==> src/rtl/rom_fetch_arbiter_pkg.sv <==
// Shared types for the ROM fetch arbiter: requester id encoding and the default word width.
package rom_fetch_arbiter_pkg;

  localparam int unsigned PORT_WORD_WIDTH = 32;

  typedef enum logic {
    REQ_IFU = 1'b0,
    REQ_LSU = 1'b1
  } req_id_e;

endpackage

==> src/rtl/rom_fetch_arbiter_if.sv <==
// Bundle of the IFU, LSU and ROM request/response channels around the arbiter.
// master = arbiter view, slave = environment view (requesters and ROM).
interface rom_fetch_arbiter_if #(
  parameter int unsigned ADDR_W = rom_fetch_arbiter_pkg::PORT_WORD_WIDTH,
  parameter int unsigned DATA_W = rom_fetch_arbiter_pkg::PORT_WORD_WIDTH
) ();

  logic              ifu_req_valid;
  logic              ifu_req_ready;
  logic [ADDR_W-1:0] ifu_req_addr;
  logic              ifu_rsp_valid;
  logic              ifu_rsp_ready;
  logic [DATA_W-1:0] ifu_rsp_data;

  logic              lsu_req_valid;
  logic              lsu_req_ready;
  logic [ADDR_W-1:0] lsu_req_addr;
  logic              lsu_rsp_valid;
  logic              lsu_rsp_ready;
  logic [DATA_W-1:0] lsu_rsp_data;

  logic              rom_req_valid;
  logic              rom_req_ready;
  logic [ADDR_W-1:0] rom_req_addr;
  logic              rom_rsp_valid;
  logic [DATA_W-1:0] rom_rsp_data;

  modport master (
    input  ifu_req_valid, ifu_req_addr, ifu_rsp_ready,
    input  lsu_req_valid, lsu_req_addr, lsu_rsp_ready,
    input  rom_req_ready, rom_rsp_valid, rom_rsp_data,
    output ifu_req_ready, ifu_rsp_valid, ifu_rsp_data,
    output lsu_req_ready, lsu_rsp_valid, lsu_rsp_data,
    output rom_req_valid, rom_req_addr
  );

  modport slave (
    output ifu_req_valid, ifu_req_addr, ifu_rsp_ready,
    output lsu_req_valid, lsu_req_addr, lsu_rsp_ready,
    output rom_req_ready, rom_rsp_valid, rom_rsp_data,
    input  ifu_req_ready, ifu_rsp_valid, ifu_rsp_data,
    input  lsu_req_ready, lsu_rsp_valid, lsu_rsp_data,
    input  rom_req_valid, rom_req_addr
  );

endinterface

==> src/rtl/rom_fetch_arbiter_rsp_queue.sv <==
// rom_rsp_queue: allocate-on-issue ring of {id, filled, data}; ROM returns fill the
// oldest unfilled entry, the head is popped once filled and consumed.
module rom_rsp_queue
  import rom_fetch_arbiter_pkg::*;
#(
  parameter int unsigned DEPTH  = 2,
  parameter int unsigned DATA_W = PORT_WORD_WIDTH
) (
  input  logic              clk,
  input  logic              rst,
  input  logic              alloc_valid,
  input  req_id_e           alloc_id,
  input  logic              fill_valid,
  input  logic [DATA_W-1:0] fill_data,
  input  logic              pop,
  output logic              head_valid,
  output req_id_e           head_id,
  output logic [DATA_W-1:0] head_data,
  output logic              full
);

  localparam int unsigned      PTR_W    = (DEPTH > 1) ? $clog2(DEPTH) : 1;
  localparam int unsigned      CNT_W    = $clog2(DEPTH + 1);
  localparam logic [CNT_W-1:0] CNT_MAX  = CNT_W'(DEPTH);
  localparam logic [PTR_W-1:0] PTR_LAST = PTR_W'(DEPTH - 1);

  logic [DEPTH-1:0]  filled_q, filled_d;
  req_id_e           id_q   [DEPTH];
  req_id_e           id_d   [DEPTH];
  logic [DATA_W-1:0] data_q [DEPTH];
  logic [DATA_W-1:0] data_d [DEPTH];
  logic [PTR_W-1:0]  head_q, head_d, tail_q, tail_d, fill_ptr_q, fill_ptr_d;
  logic [CNT_W-1:0]  alloc_cnt_q, alloc_cnt_d, in_flight_q, in_flight_d;
  logic              fill_en;

  function automatic logic [PTR_W-1:0] ptr_inc(input logic [PTR_W-1:0] p);
    return (p == PTR_LAST) ? '0 : p + 1'b1;
  endfunction

  always_comb begin
    filled_d    = filled_q;
    id_d        = id_q;
    data_d      = data_q;
    head_d      = head_q;
    tail_d      = tail_q;
    fill_ptr_d  = fill_ptr_q;
    // Returns with nothing outstanding belong to pre-reset requests.
    fill_en     = fill_valid && (in_flight_q != '0);

    // Pop before alloc: when full, a same-cycle alloc reuses the popped head slot.
    if (pop) begin
      filled_d[head_q] = 1'b0;
      head_d           = ptr_inc(head_q);
    end
    if (alloc_valid) begin
      filled_d[tail_q] = 1'b0;
      id_d[tail_q]     = alloc_id;
      tail_d           = ptr_inc(tail_q);
    end
    if (fill_en) begin
      filled_d[fill_ptr_q] = 1'b1;
      data_d[fill_ptr_q]   = fill_data;
      fill_ptr_d           = ptr_inc(fill_ptr_q);
    end

    alloc_cnt_d = alloc_cnt_q + CNT_W'(alloc_valid) - CNT_W'(pop);
    in_flight_d = in_flight_q + CNT_W'(alloc_valid) - CNT_W'(fill_en);
  end

  always_ff @(posedge clk) begin
    if (rst) begin
      filled_q    <= '0;
      head_q      <= '0;
      tail_q      <= '0;
      fill_ptr_q  <= '0;
      alloc_cnt_q <= '0;
      in_flight_q <= '0;
    end else begin
      filled_q    <= filled_d;
      head_q      <= head_d;
      tail_q      <= tail_d;
      fill_ptr_q  <= fill_ptr_d;
      alloc_cnt_q <= alloc_cnt_d;
      in_flight_q <= in_flight_d;
    end
  end

  always_ff @(posedge clk) begin
    id_q   <= id_d;
    data_q <= data_d;
  end

  assign head_valid = filled_q[head_q];
  assign head_id    = id_q[head_q];
  assign head_data  = data_q[head_q];
  assign full       = (alloc_cnt_q == CNT_MAX);

endmodule

==> src/rtl/rom_fetch_arbiter.sv <==
// Round-robin arbiter sharing the instruction ROM between IFU and LSU, with in-order response routing.
// Optional macro ROM_ARB_PERF_EN adds per-requester 32-bit grant counters.
module rom_fetch_arbiter
  import rom_fetch_arbiter_pkg::*;
#(
  parameter int unsigned ADDR_W = PORT_WORD_WIDTH,
  parameter int unsigned DATA_W = PORT_WORD_WIDTH,
  parameter int unsigned DEPTH  = 2
) (
  input  logic                clk,
  input  logic                rst,
  rom_fetch_arbiter_if.master bus
`ifdef ROM_ARB_PERF_EN
  ,
  output logic [31:0]         ifu_grant_cnt,
  output logic [31:0]         lsu_grant_cnt
`endif
);

  req_id_e           last_grant_q, last_grant_d, sel_id, head_id;
  logic              head_valid, full, pop, allowed, accept;
  logic              ifu_rsp_v, lsu_rsp_v;
  logic [DATA_W-1:0] head_data;

  always_comb begin
    ifu_rsp_v = !rst && head_valid && (head_id == REQ_IFU);
    lsu_rsp_v = !rst && head_valid && (head_id == REQ_LSU);
    pop       = (ifu_rsp_v && bus.ifu_rsp_ready) || (lsu_rsp_v && bus.lsu_rsp_ready);

    if (bus.ifu_req_valid && bus.lsu_req_valid)
      sel_id = (last_grant_q == REQ_IFU) ? REQ_LSU : REQ_IFU;
    else
      sel_id = bus.lsu_req_valid ? REQ_LSU : REQ_IFU;

    // A same-cycle pop frees a slot, so a full queue still issues while draining.
    allowed = !rst && (!full || pop);

    bus.rom_req_valid = allowed && (bus.ifu_req_valid || bus.lsu_req_valid);
    bus.rom_req_addr  = '0;
    if (bus.rom_req_valid)
      bus.rom_req_addr = (sel_id == REQ_LSU) ? bus.lsu_req_addr : bus.ifu_req_addr;

    accept            = bus.rom_req_valid && bus.rom_req_ready;
    bus.ifu_req_ready = accept && (sel_id == REQ_IFU);
    bus.lsu_req_ready = accept && (sel_id == REQ_LSU);
    last_grant_d      = accept ? sel_id : last_grant_q;

    bus.ifu_rsp_valid = ifu_rsp_v;
    bus.lsu_rsp_valid = lsu_rsp_v;
    bus.ifu_rsp_data  = ifu_rsp_v ? head_data : '0;
    bus.lsu_rsp_data  = lsu_rsp_v ? head_data : '0;
  end

  always_ff @(posedge clk) begin
    if (rst) last_grant_q <= REQ_LSU;
    else     last_grant_q <= last_grant_d;
  end

  rom_rsp_queue #(
    .DEPTH  (DEPTH),
    .DATA_W (DATA_W)
  ) u_rsp_queue (
    .clk         (clk),
    .rst         (rst),
    .alloc_valid (accept),
    .alloc_id    (sel_id),
    .fill_valid  (bus.rom_rsp_valid),
    .fill_data   (bus.rom_rsp_data),
    .pop         (pop),
    .head_valid  (head_valid),
    .head_id     (head_id),
    .head_data   (head_data),
    .full        (full)
  );

`ifdef ROM_ARB_PERF_EN
  logic [31:0] ifu_grant_cnt_q, ifu_grant_cnt_d, lsu_grant_cnt_q, lsu_grant_cnt_d;

  always_comb begin
    ifu_grant_cnt_d = ifu_grant_cnt_q + 32'(bus.ifu_req_ready);
    lsu_grant_cnt_d = lsu_grant_cnt_q + 32'(bus.lsu_req_ready);
  end

  always_ff @(posedge clk) begin
    if (rst) begin
      ifu_grant_cnt_q <= '0;
      lsu_grant_cnt_q <= '0;
    end else begin
      ifu_grant_cnt_q <= ifu_grant_cnt_d;
      lsu_grant_cnt_q <= lsu_grant_cnt_d;
    end
  end

  assign ifu_grant_cnt = ifu_grant_cnt_q;
  assign lsu_grant_cnt = lsu_grant_cnt_q;
`endif

endmodule

==> src/flat_wrapper.sv <==
// flat-port wrapper written by rule: the top's interface ports become plain ports
module rom_fetch_arbiter_flat import rom_fetch_arbiter_pkg::*;
#(
  parameter int unsigned ADDR_W = PORT_WORD_WIDTH,
  parameter int unsigned DATA_W = PORT_WORD_WIDTH,
  parameter int unsigned DEPTH  = 2
)
  (clk, rst, bus_ifu_req_valid, bus_ifu_req_addr, bus_ifu_rsp_ready, bus_lsu_req_valid, bus_lsu_req_addr, bus_lsu_rsp_ready, bus_rom_req_ready, bus_rom_rsp_valid, bus_rom_rsp_data, bus_ifu_req_ready, bus_ifu_rsp_valid, bus_ifu_rsp_data, bus_lsu_req_ready, bus_lsu_rsp_valid, bus_lsu_rsp_data, bus_rom_req_valid, bus_rom_req_addr);
  rom_fetch_arbiter_if #(.ADDR_W(ADDR_W), .DATA_W(DATA_W)) bus_i ();
  input  logic clk;
  input  logic rst;
  input wire logic [$bits(bus_i.ifu_req_valid)-1:0] bus_ifu_req_valid;
  input wire logic [$bits(bus_i.ifu_req_addr)-1:0] bus_ifu_req_addr;
  input wire logic [$bits(bus_i.ifu_rsp_ready)-1:0] bus_ifu_rsp_ready;
  input wire logic [$bits(bus_i.lsu_req_valid)-1:0] bus_lsu_req_valid;
  input wire logic [$bits(bus_i.lsu_req_addr)-1:0] bus_lsu_req_addr;
  input wire logic [$bits(bus_i.lsu_rsp_ready)-1:0] bus_lsu_rsp_ready;
  input wire logic [$bits(bus_i.rom_req_ready)-1:0] bus_rom_req_ready;
  input wire logic [$bits(bus_i.rom_rsp_valid)-1:0] bus_rom_rsp_valid;
  input wire logic [$bits(bus_i.rom_rsp_data)-1:0] bus_rom_rsp_data;
  output wire logic [$bits(bus_i.ifu_req_ready)-1:0] bus_ifu_req_ready;
  output wire logic [$bits(bus_i.ifu_rsp_valid)-1:0] bus_ifu_rsp_valid;
  output wire logic [$bits(bus_i.ifu_rsp_data)-1:0] bus_ifu_rsp_data;
  output wire logic [$bits(bus_i.lsu_req_ready)-1:0] bus_lsu_req_ready;
  output wire logic [$bits(bus_i.lsu_rsp_valid)-1:0] bus_lsu_rsp_valid;
  output wire logic [$bits(bus_i.lsu_rsp_data)-1:0] bus_lsu_rsp_data;
  output wire logic [$bits(bus_i.rom_req_valid)-1:0] bus_rom_req_valid;
  output wire logic [$bits(bus_i.rom_req_addr)-1:0] bus_rom_req_addr;
  assign bus_i.ifu_req_valid = bus_ifu_req_valid;
  assign bus_i.ifu_req_addr = bus_ifu_req_addr;
  assign bus_i.ifu_rsp_ready = bus_ifu_rsp_ready;
  assign bus_i.lsu_req_valid = bus_lsu_req_valid;
  assign bus_i.lsu_req_addr = bus_lsu_req_addr;
  assign bus_i.lsu_rsp_ready = bus_lsu_rsp_ready;
  assign bus_i.rom_req_ready = bus_rom_req_ready;
  assign bus_i.rom_rsp_valid = bus_rom_rsp_valid;
  assign bus_i.rom_rsp_data = bus_rom_rsp_data;
  assign bus_ifu_req_ready = bus_i.ifu_req_ready;
  assign bus_ifu_rsp_valid = bus_i.ifu_rsp_valid;
  assign bus_ifu_rsp_data = bus_i.ifu_rsp_data;
  assign bus_lsu_req_ready = bus_i.lsu_req_ready;
  assign bus_lsu_rsp_valid = bus_i.lsu_rsp_valid;
  assign bus_lsu_rsp_data = bus_i.lsu_rsp_data;
  assign bus_rom_req_valid = bus_i.rom_req_valid;
  assign bus_rom_req_addr = bus_i.rom_req_addr;
  rom_fetch_arbiter #(.ADDR_W(ADDR_W), .DATA_W(DATA_W), .DEPTH(DEPTH)) u_core (.clk(clk), .rst(rst), .bus(bus_i));
endmodule
==> config.mk <==
export PLATFORM = sky130hd
export DESIGN_NAME = rom_fetch_arbiter_flat
export DESIGN_NICKNAME = d
export VERILOG_FILES = /design/src/rtl/rom_fetch_arbiter_pkg.sv /design/src/rtl/rom_fetch_arbiter_if.sv /design/src/rtl/rom_fetch_arbiter_rsp_queue.sv /design/src/rtl/rom_fetch_arbiter.sv /design/src/flat_wrapper.sv
export SDC_FILE = /design/constraint.sdc
export NUM_CORES = 1
export LEC_CHECK = 0
export ABC_AREA = 0
export BUFFER_PORTS_ARGS = -buffer_cell sky130_fd_sc_hd__buf_4
export CAP_MARGIN = 25
export CORE_MARGIN = 1.5
export CORE_UTILIZATION = 48
export DETAILED_ROUTE_END_ITERATION = 12
export PLACE_DENSITY_LB_ADDON = 0.12
export SLEW_MARGIN = 20
export SYNTH_ARGS = -nofsm -noshare
export SYNTH_HDL_FRONTEND = slang
export SYNTH_SLANG_ARGS = --single-unit
==> constraint.sdc <==
create_clock -name clk -period 6.51 [get_ports clk]
set_input_delay 0.3255 -clock clk [delete_from_list [all_inputs] [get_ports clk]]
set_output_delay 0.3255 -clock clk [all_outputs]
set_load 0.03 [all_outputs]
==> results.md, run 1 <==
- Status: finished clean
- Synth area leader: edfxtp_1
- Sequential share of the synthesized area: 58.6%
- Initial DRC Count: 171
- Most common cell after layout, fill and taps aside: buf_4
- Most frequent cells in the layout: buf_4 (208), nor2_1 (71), nand2_1 (69)
- Pre-antenna DRT Iters: 5
- VDD IR max: 0.000200 V
- CTS Buf Count: 9
- Fin. max-slew vios: 0
- H-tree levels: 3
- FP Rows: 31
- Via count: 3,295
- Hold WS: 0.167 ns
- Power Density: 246 mW/mm2
- Worst Hold Class: in2reg
- Footprint of the multi-input gates: 0.00141 mm2
- CTS tree: yes
- Largest net degree at the start of global routing: 36
- Lkg Pwr: 2.44 nW
- Mapped Cells: 353
- Setup Buffers After CTS: 0
- Fin nets: 661
- Global-route wire length before repair: 16,600 um
- Antenna violations before repair: 0
- All-Layer GR Usage: 25.5%
- Syn_area_per_cell: 10.6 um2
- Endpoints failing hold: 0
- Starting Density: 50.5%
- Number of I/O port buffers: 204
- Core region area: 0.00737 mm2
- Clock Skews: 0.00792 ns
- Critical path peak fanout: 35
- Die Span Y: 91.1 um
- Total gr overflow: 0
- DRT Wirelength: 10,600 um
- Crit path kind: reg2out
- Post-DRT Antenna Nets: 0
- FF+latch count, synth: 76
- Horiz. Die Dim: 91.1 um
- Share of layout cells above drive strength 1: 43.5%
- Clock Pin Slew Worst Setup and Hold Paths: 0.08 ns
- Synth area leaders: edfxtp_1 (53%), mux2i_1 (9.4%), nor2_1 (7.5%), nand2_1 (7.1%), dfxtp_1 (5.4%)
- Filler Cell Count: 544
- CTS Hold Bufs: 0
- Mapped Nets: 461
- Post-Synthesis Cell Area: 0.00372 mm2
- Drt wl/cell: 16.1 um
- Post-layout min period: 3.00 ns
- Achievable clock frequency: 0.333 GHz
- Placer Congestion: 0.799
- Rel. slew slack: 35.3%
- Period utilization: 46.1%
- Synth cell types: 35
- Final setup fails: 0
- Antenna diodes: 0
- Area grow syn2layout: 48.4%
- RSZ-0062 raised after global routing: false
- DP HPWL: 7850 um
- Worst endpoint required time: 6.18 ns
- DRC viols: 0
- Worst EP arrival: 2.68 ns
- Setup crit end kind: output pin
- Max capacitance violation total: 0
- Register area: 0.00218 mm2
- Sum Neg Setup Slack: 0 ns
- CTS resizes: 0
- Worst Max-Slew Pin Slew: 0.969 ns
- Clock Latency Late Sink: 0.34 ns
- Top-area cell type share of the netlist area: 53.2%
- Die ar.: 0.00830 mm2
- CTS max path bufs: 2
- Number of global-route vias before repair: 3,354
- Total power: 1.36 mW
- I/O pins: 205
- Clock Root Buffer: clkbuf_8
- Via density: 5.02
- CP Launch Type: register
- Synth warn: 0
- CTS sink count: 76
[state kept, by name, summed over array words and instances (netlist names)]
name	cells
u_core.u_rsp_queue.filled_q	2
u_core.last_grant_q	1
u_core.u_rsp_queue.alloc_cnt_q	2
u_core.u_rsp_queue.id_q	2
u_core.u_rsp_queue.in_flight_q	2
u_core.u_rsp_queue.data_q	64
u_core.u_rsp_queue.fill_ptr_q	1
u_core.u_rsp_queue.head_q	1
u_core.u_rsp_queue.tail_q	1
[critical path: stages (launching register included)]
cell and delay (ns):
dfxtp_1 0.33, nand2_1 0.06, nand2_2 0.45, clkinv_1 0.89, nand2_1 0.30, a21oi_1 0.10, buf_4 0.19
[worst paths after layout]
kind / start / endpoint / slack [ns] / cells after the start
setup reg to reg: u_core.u_rsp_queue.head_q / u_core.u_rsp_queue.in_flight_q[1] / 3.78 / 10
setup / recovery: u_core.last_grant_q / bus_rom_req_addr[10] / 3.51 / 6
hold / removal: bus_rom_rsp_data[4] / u_core.u_rsp_queue.data_q[36] / 0.17 / 1
hold reg to reg: u_core.u_rsp_queue.fill_ptr_q / u_core.u_rsp_queue.fill_ptr_q / 0.47 / 2
[synth_stat cells]
cell / instances
nand4_1: 1
o21a_1: 2
dfxtp_1: 10
o31ai_1: 1
o31a_4: 1
a21oi_1: 24
nand2_1: 70
nor2b_1: 2
or2_2: 1
buf_6: 3
mux2i_1: 35
o211ai_1: 1
nor4b_1: 1
and2_1: 2
o21ba_2: 1
clkinv_1: 1
a221oi_2: 1
nand3_1: 3
and4b_1: 1
o31ai_4: 1
and4bb_1: 1
xor2_1: 2
buf_2: 5
nor3b_1: 1
edfxtp_1: 66
nand2b_1: 1
nor2_1: 74
clkbuf_1: 12
xnor2_1: 2
inv_1: 9
inv_4: 1
a21oi_2: 10
o21ai_0: 2
nor4bb_1: 1
ha_1: 4
[cell families (layout without fill, tap and decap cells)]
family          Yosys count  in the layout  share of synthesized area (%)
simple gates            159            159                           17.4
compound gates           44             44                           8.36
buf+inv                  31            236                           3.96
flops                    76             76                           58.6
fa+ha+maj                 4              4                           1.34
xor+xnor                  4              4                          0.941
mux                      35             35                           9.41
[report_power, final]
| part | switching [mW] | internal [mW] |
|---|---|---|
| Clock | 0.165 | 0.176 |
| Sequential | 0.0271 | 0.616 |
| Combinational | 0.230 | 0.144 |
| Total | 0.422 | 0.935 |
[layout make-up]
| type | count | area share [%] |
|---|---|---|
| tap | 99 | 2.24 |
| clock inverter | 5 | 0.951 |
| multi-input combinational | 246 | 25.5 |
| clock buffer | 11 | 2.38 |
| timing repair buffer | 209 | 28.6 |
| inverter | 11 | 0.792 |
| sequential | 76 | 39.5 |
[routing by layer]
metal	vias to the layer above	share of wire, %	GRT usage [%]
li1	1604	-	-
met1	1520	38	29.9
met2	151	52	45.1
met3	20	7.7	5.19
met4	0	2.3	10.4
met5	-	0	0
[metrics by stage]
stage               setup slack [ns]  instance area, um2  instances  util, %
floorplan                       4.23                3720        353        -
global placement                3.39                5320        640     72.2
detailed placement              3.30                5340        641     72.5
CTS                             3.04                5520        657     75.0
global route                    3.21                5530        657     75.0
finish                          3.51                5530        657     75.0
Power figures use the tool's default switching activity.
==> inputs of run 2 (changes only) <==
ABC_AREA = 1   (was 0)
CORE_UTILIZATION = 41   (was 48)
clock period = 2.5 ns   (was 6.51 ns; I/O delays follow)
==> run 2 against run 1 <==
- the flow now finishes with violations (design-rule violations)
- routed wire length is 9.9% lower
- non-clock buffer count is 34 higher
- sequential power grew to 2.6 times the previous value
- sequential share of layout area is 2.4 points lower
- first-iteration DRC count is 46% lower
- synthesized area is 1.0% higher
- clock power grew to 2.6 times the previous value
- critical endpoint is now bus_rom_req_addr[0]
- largest power group unchanged
- highest routed layer unchanged
==> results.md, run 2 <==
- Post-synth top cells: nand2_1 (76), nor2_1 (75), edfxtp_1 (66)
- Share of layout cells above drive strength 1: 44.8%
- Number of I/O port buffers: 204
- Post-DRT Antenna Nets: 0
- I/O pins: 205
- Antenna violations before repair: 0
- Asr flop ratio synth: 0%
- Post-layout min period: 2.15 ns
- Die Span Y: 98.8 um
- Post-Synthesis Cell Area: 0.00376 mm2
- Final non-filler cell total: 708
- H-tree levels: 3
- Clock Skews: 0.00911 ns
- Syn_area_per_cell: 10.4 um2
- Starting Density: 42.7%
- Core region area: 0.00881 mm2
- Synth area leader: edfxtp_1
- Initial DRC Count: 93
- Drt wl/cell: 13.5 um
- Most flop-heavy register: u_core.u_rsp_queue.data_q
- Most frequent cells in the layout: buf_4 (210), nand2_1 (76), nor2_1 (74)
- Achievable clock frequency: 0.464 GHz
- Sequential share of the synthesized area: 58.0%
- Horiz. Die Dim: 98.8 um
- Placer Congestion: 0.744
- Total gr overflow: 0
- Most used DFF post-synth: edfxtp_1
- Final setup fails: 0
- Global-route wire length before repair: 14,900 um
- DP HPWL: 7010 um
- Via density: 4.79
- Top-area cell type share of the netlist area: 52.7%
- Rel. slew slack: 64.3%
- Lkg Pwr: 2.61 nW
- Setup crit end kind: output pin
- Synth area leaders: edfxtp_1 (53%), mux2i_1 (8.5%), nand2_1 (7.6%), nor2_1 (7.5%), a21oi_2 (6.7%)
- Pre-antenna DRT Iters: 10
- Top-count cell post-synth: nand2_1
- Via count: 3,389
- RSZ-0062 raised after global routing: false
- Max capacitance violation total: 0
- Number of global-route vias before repair: 3,237
- Mapped Nets: 469
- Fin. max-slew vios: 0
- Die ar.: 0.00976 mm2
- DRC viols: 8
- Synth warn: 0
- CTS sink count: 76
- Power Density: 613 mW/mm2
- Mapped Cells: 361
- Period utilization: 86.2%
- Fin nets: 703
- CP Launch Type: input port
- FF+latch count, synth: 76
- Largest net degree at the start of global routing: 35
- DRT Wirelength: 9550 um
- Status: finished, violations left
- CTS max path bufs: 2
- Endpoints failing hold: 0
- Clock Pin Slew Worst Setup and Hold Paths: 0.08 ns
- Synth cell types: 25
- Clock Latency Late Sink: 0.34 ns
- Most common cell after layout, fill and taps aside: buf_4
- Failing checks: design-rule violations
- CTS tree: yes
- Worst Max-Slew Pin Slew: 0.534 ns
- Clock Root Buffer: clkbuf_8
- Critical path peak fanout: 33
- Placed Cells incl. Taps: 659
- VDD IR max: 0.000238 V
- CTS Buf Count: 9
- Hold WS: 0.125 ns
- All-Layer GR Usage: 19.4%
- FP Rows: 34
- Area grow syn2layout: 56.4%
- Max reg flops: 64
- EDFF count, synth: 66
- Worst Hold Class: in2reg
- Crit path kind: in2out
- Worst endpoint required time: 2.38 ns
- Worst EP arrival: 2.03 ns
- Antenna diodes: 0
- Sum Neg Setup Slack: 0 ns
run 2: path summary, 6_finish.rpt:
kind / startpoint / endpoint / slack [ns] / cells after the start
worst max register to register: u_core.u_rsp_queue.head_q / u_core.u_rsp_queue.alloc_cnt_q[1] / 0.40 / 13
worst min register to register: u_core.u_rsp_queue.in_flight_q[1] / u_core.u_rsp_queue.in_flight_q[1] / 0.45 / 1
worst max-delay path: rst / bus_rom_req_addr[0] / 0.35 / 8
worst min-delay path: bus_lsu_req_valid / u_core.u_rsp_queue.id_q[0] / 0.12 / 3
run 2: metal layers:
metal,track usage [%],vias up,share of wire [%]
met5,0,-,0
li1,-,1681,-
met2,37.3,133,55
met3,4.18,12,5.8
met1,20.4,1563,37
met4,7.36,0,1.5
run 2: power breakdown:
group | leakage, nW | switching [mW] | total [mW] | internal [mW]
Clock | 0.0907 | 0.434 | 0.889 | 0.456
Sequential | 0.683 | 0.0560 | 1.65 | 1.59
Combinational | 1.83 | 0.655 | 1.07 | 0.411
Total | 2.61 | 1.14 | 3.61 | 2.46
run 2: timing repair:
item	CTS	global route
hold buffers	33	0
hold endpoints to repair	69	0
gates resized for setup	0	0
setup buffers	0	0
run 2: cell families after synthesis:
logic type / after synthesis / share of synthesized area [%]
buf+inv: 39 / 5.09
xor+xnor: 2 / 0.466
flops: 76 / 58.0
mux: 32 / 8.51
simple gates: 162 / 17.6
fa+ha+maj: 4 / 1.33
compound gates: 46 / 9.08
run 2: per-stage QoR:
step                      worst slack [ns]  instance area, um2  total power, mW  utilization, %
after floorplan                      0.257                3760             2.32               -
after global placement               0.526                5370             2.68            60.9
after detailed placement             0.410                5370             2.71            60.9
after CTS                            0.312                5890             3.65            66.9
after global routing                 0.201                5890             3.79            66.9
final                                0.345                5890             3.61            66.9
run 2: layout make-up:
| type | count | area, um2 |
|---|---|---|
| Tap cell | 108 | 135 |
| Inverter | 19 | 73.8 |
| Clock buffer | 9 | 124 |
| Timing Repair Buffer | 243 | 1910 |
| Clock inverter | 7 | 66.3 |
| Fill cell | 711 | 2920 |
| Sequential cell | 76 | 2180 |
| Multi-Input combinational cell | 246 | 1400 |
run 2: worst max-delay path, cell delays in order:
cell	delay, ns
dlygate4sd3_1	0.54
buf_4	0.17
inv_2	0.12
nand4_2	0.15
nand3_2	0.17
nand2_4	0.29
a21oi_1	0.26
buf_4	0.19
==> inputs of run 3 (changes only) <==
SYNTH_HIERARCHICAL = 1   (was not set)
==> run 3 against run 2 <==
- the flow now finishes without violations
- cell area rose by 3.7%
- die area rose by 5.3%
- critical path depth rose by 1
- worst hold slack got worse by 0.033 ns
- setup slack got worse by 0.13 ns
- fmax fell by 5.6%
- final cell count rose by 18%
- synthesized cell count rose by 30%
- register-to-register slack improved by 0.08 ns
- sequential power fell by 15%
- clock power fell by 10%
- first-iteration DRC count rose by 14%
- critical endpoint is now bus_rom_req_addr[12]
- highest routed layer unchanged
==> results.md, run 3 <==
- Status: finished clean
- Worst EP arrival: 2.16 ns
- DRC viols: 0
- Post-synth top cells: nand2_1 (178), nor2_1 (76), edfxtp_1 (66)
- Post-Synthesis Cell Area: 0.00397 mm2
- Largest net degree at the start of global routing: 37
- GRT met3 Usage: 4.55%
- Drt wl/cell: 12.9 um
- Setup crit end kind: output pin
- Post-DRT Antenna Nets: 0
- Fin. max-slew vios: 0
- CTS tree: yes
- R2r setup slk: 0.48 ns
- Area grow syn2layout: 53.9%
- Final setup fails: 0
- Asr flop ratio synth: 0%
- FP Rows: 35
- Worst r2r path cells: 11
- Sum Neg Setup Slack: 0 ns
- Hold Path Depth: 3
- Critical path peak fanout: 35
- Hold path start: bus_rom_rsp_valid
- Antenna diodes: 0
- Synth area leader: edfxtp_1
- Number of global-route vias before repair: 3,415
- Most used DFF post-synth: edfxtp_1
- Lkg Pwr: 3.02 nW
- Delay-heaviest family, CP: buffers and inverters
- VDD IR max: 0.000305 V
- Most frequent cells in the layout: buf_4 (210), nand2_1 (178), nor2_1 (76)
- Fin nets: 811
- Max reg flops: 64
- CP Cell Sequence: inv_8 > nand2_1 > nand2_1 > nand4_1 > nand3_2 > nand2_2 > clkbuf_8 > a21oi_2 > buf_4
- Synth warn: 6
- Period utilization: 91.3%
- Pre-antenna DRT Iters: 4
- Crit path kind: reg2out
- Total power: 2.77 mW
- Hold WS: 0.0915 ns
- FF+latch count, synth: 76
- Top Usage Layer GRT: met2
- CTS sink count: 76
- Slowest CP cell: dfxtp_4
- Clock Latency Late Sink: 0.34 ns
- Final worst setup slack: 0.218 ns
- RSZ-0062 raised after global routing: false
- Clock Pin Slew Worst Setup and Hold Paths: 0.07 ns
- Post-layout min period: 2.28 ns
- Mapped Nets: 576
- Die Span Y: 101 um
- Number of I/O port buffers: 204
- Most flop-heavy register: u_core/u_rsp_queue/data_q
- Worst Hold Class: in2reg
- FF-to-FF End: u_core/u_rsp_queue/alloc_cnt_q[1]
- CP Launch Type: register
- CTS Buf Count: 9
- DRT Wirelength: 10,800 um
- Via density: 4.46
- Syn_area_per_cell: 8.46 um2
- DP HPWL: 7850 um
- Mapped Cells: 469
- I/O pins: 205
- Share of layout cells above drive strength 1: 37.8%
- Placed Cells incl. Taps: 789
- Sequential share of the synthesized area: 55.0%
- Met1 usage: 26.8%
- Achievable clock frequency: 0.438 GHz
- CP dominant cell by count: nand2_1
- Antenna violations before repair: 0
- Top-area cell type share of the netlist area: 49.9%
- Via count: 3,740
- Placer Congestion: 0.767
- Horiz. Die Dim: 101 um
- Synth cell types: 20
- Total gr overflow: 0
- Met2 usage: 35.3%
- Most common cell after layout, fill and taps aside: buf_4
- Power Density: 454 mW/mm2
- Initial DRC Count: 106
- Die ar.: 0.0103 mm2
- Worst endpoint required time: 2.38 ns
- Hold EP: u_core/u_rsp_queue/fill_ptr_q
- Top-count cell post-synth: nand2_1
- EDFF count, synth: 66
- Clock Skews: 0.00941 ns
- Clock Root Buffer: clkbuf_8
- Worst Max-Slew Pin Slew: 0.562 ns
- Worst Path Buf+Inv: 3
- CTS max path bufs: 2
- Max incr delay on CP: 0.41 ns
- Endpoints failing hold: 0
- All-Layer GR Usage: 20.3%
- Place WS: 0.414 ns
- Crit Reg-Reg Startpoint: u_core/u_rsp_queue/head_q
- Final non-filler cell total: 838
- Core region area: 0.00933 mm2
- Synth area leaders: edfxtp_1 (50%), nand2_1 (17%), nor2_1 (7.2%), a21oi_2 (6.6%), dfxtp_1 (5.0%)
- Rel. slew slack: 62.5%
- Starting Density: 42.5%
- Max capacitance violation total: 0
- H-tree levels: 3
- Global-route wire length before repair: 16,200 um
[run 3: cells by family after synthesis]
logic type / synth area share (%)
buffers and inverters: 9.43
DFF: 55.0
and+or+nand+nor: 27.0
adders and majority gates: 0.946
AOI/OAI and AO/OA: 7.63
[run 3: cell type report]
| type | instances | area, um2 |
|---|---|---|
| fillers | 792 | 3220 |
| flip-flops and latches | 76 | 2190 |
| repair buffers | 246 | 1960 |
| multi-input cells | 315 | 1410 |
| inverters | 56 | 218 |
| well taps | 129 | 161 |
| clock buffers | 10 | 128 |
| clock inverters | 6 | 41.3 |
[run 3: report_power, final]
group / switching (mW) / internal, mW / total (mW) / leakage (nW)
combinational: 0.305 / 0.256 / 0.561 / 2.26
sequential: 0.00945 / 1.40 / 1.41 / 0.679
clock: 0.439 / 0.358 / 0.798 / 0.0783
total: 0.754 / 2.02 / 2.77 / 3.02
[run 3: timing repair]
action                                  4_1_cts  5_1_grt
setup buffers                                 0        0
resized for setup                             0        4
hold buffers                                 33        0
endpoints found under the setup margin        0       33
endpoints found under the hold margin        65        0
[run 3: how the worst max path moves through the flow]
stage | depth (start not counted) | start | endpoint
after detailed placement | 11 | u_core/u_rsp_queue/head_q | u_core/u_rsp_queue/alloc_cnt_q[1]
after global routing | 9 | u_core/u_rsp_queue/head_q | bus_rom_req_addr[31]
final | 9 | u_core/u_rsp_queue/head_q | bus_rom_req_addr[12]
after CTS | 10 | u_core/u_rsp_queue/head_q | bus_rom_req_addr[31]
after global placement | 13 | u_core/u_rsp_queue/head_q | u_core/u_rsp_queue/alloc_cnt_q[1]
after floorplan | 15 | u_core/u_rsp_queue/head_q | u_core/u_rsp_queue/alloc_cnt_q[1]
[run 3: worst reg2reg max path, delay by kind of cell (launching register included)]
| family | cells | cell delay, ns |
|---|---|---|
| DFF | 1 | 0.41 |
| AOI/OAI and AO/OA | 1 | 0.15 |
| and+or+nand+nor | 7 | 0.77 |
| buffers and inverters | 2 | 0.39 |
| adders and majority gates | 1 | 0.19 |
[run 3: per-layer routing]
metal | part of all wire [%] | vias up
met5 | 0 | -
met2 | 53 | 101
li1 | - | 1938
met3 | 4.4 | 4
met4 | 0.54 | 0
met1 | 42 | 1697
[run 3: through the flow]
stage,area (um2),util (%)
after floorplan,3970,-
after global placement,5600,60.0
after detailed placement,5600,60.0
after CTS,6100,65.4
after global routing,6110,65.5
final,6110,65.5
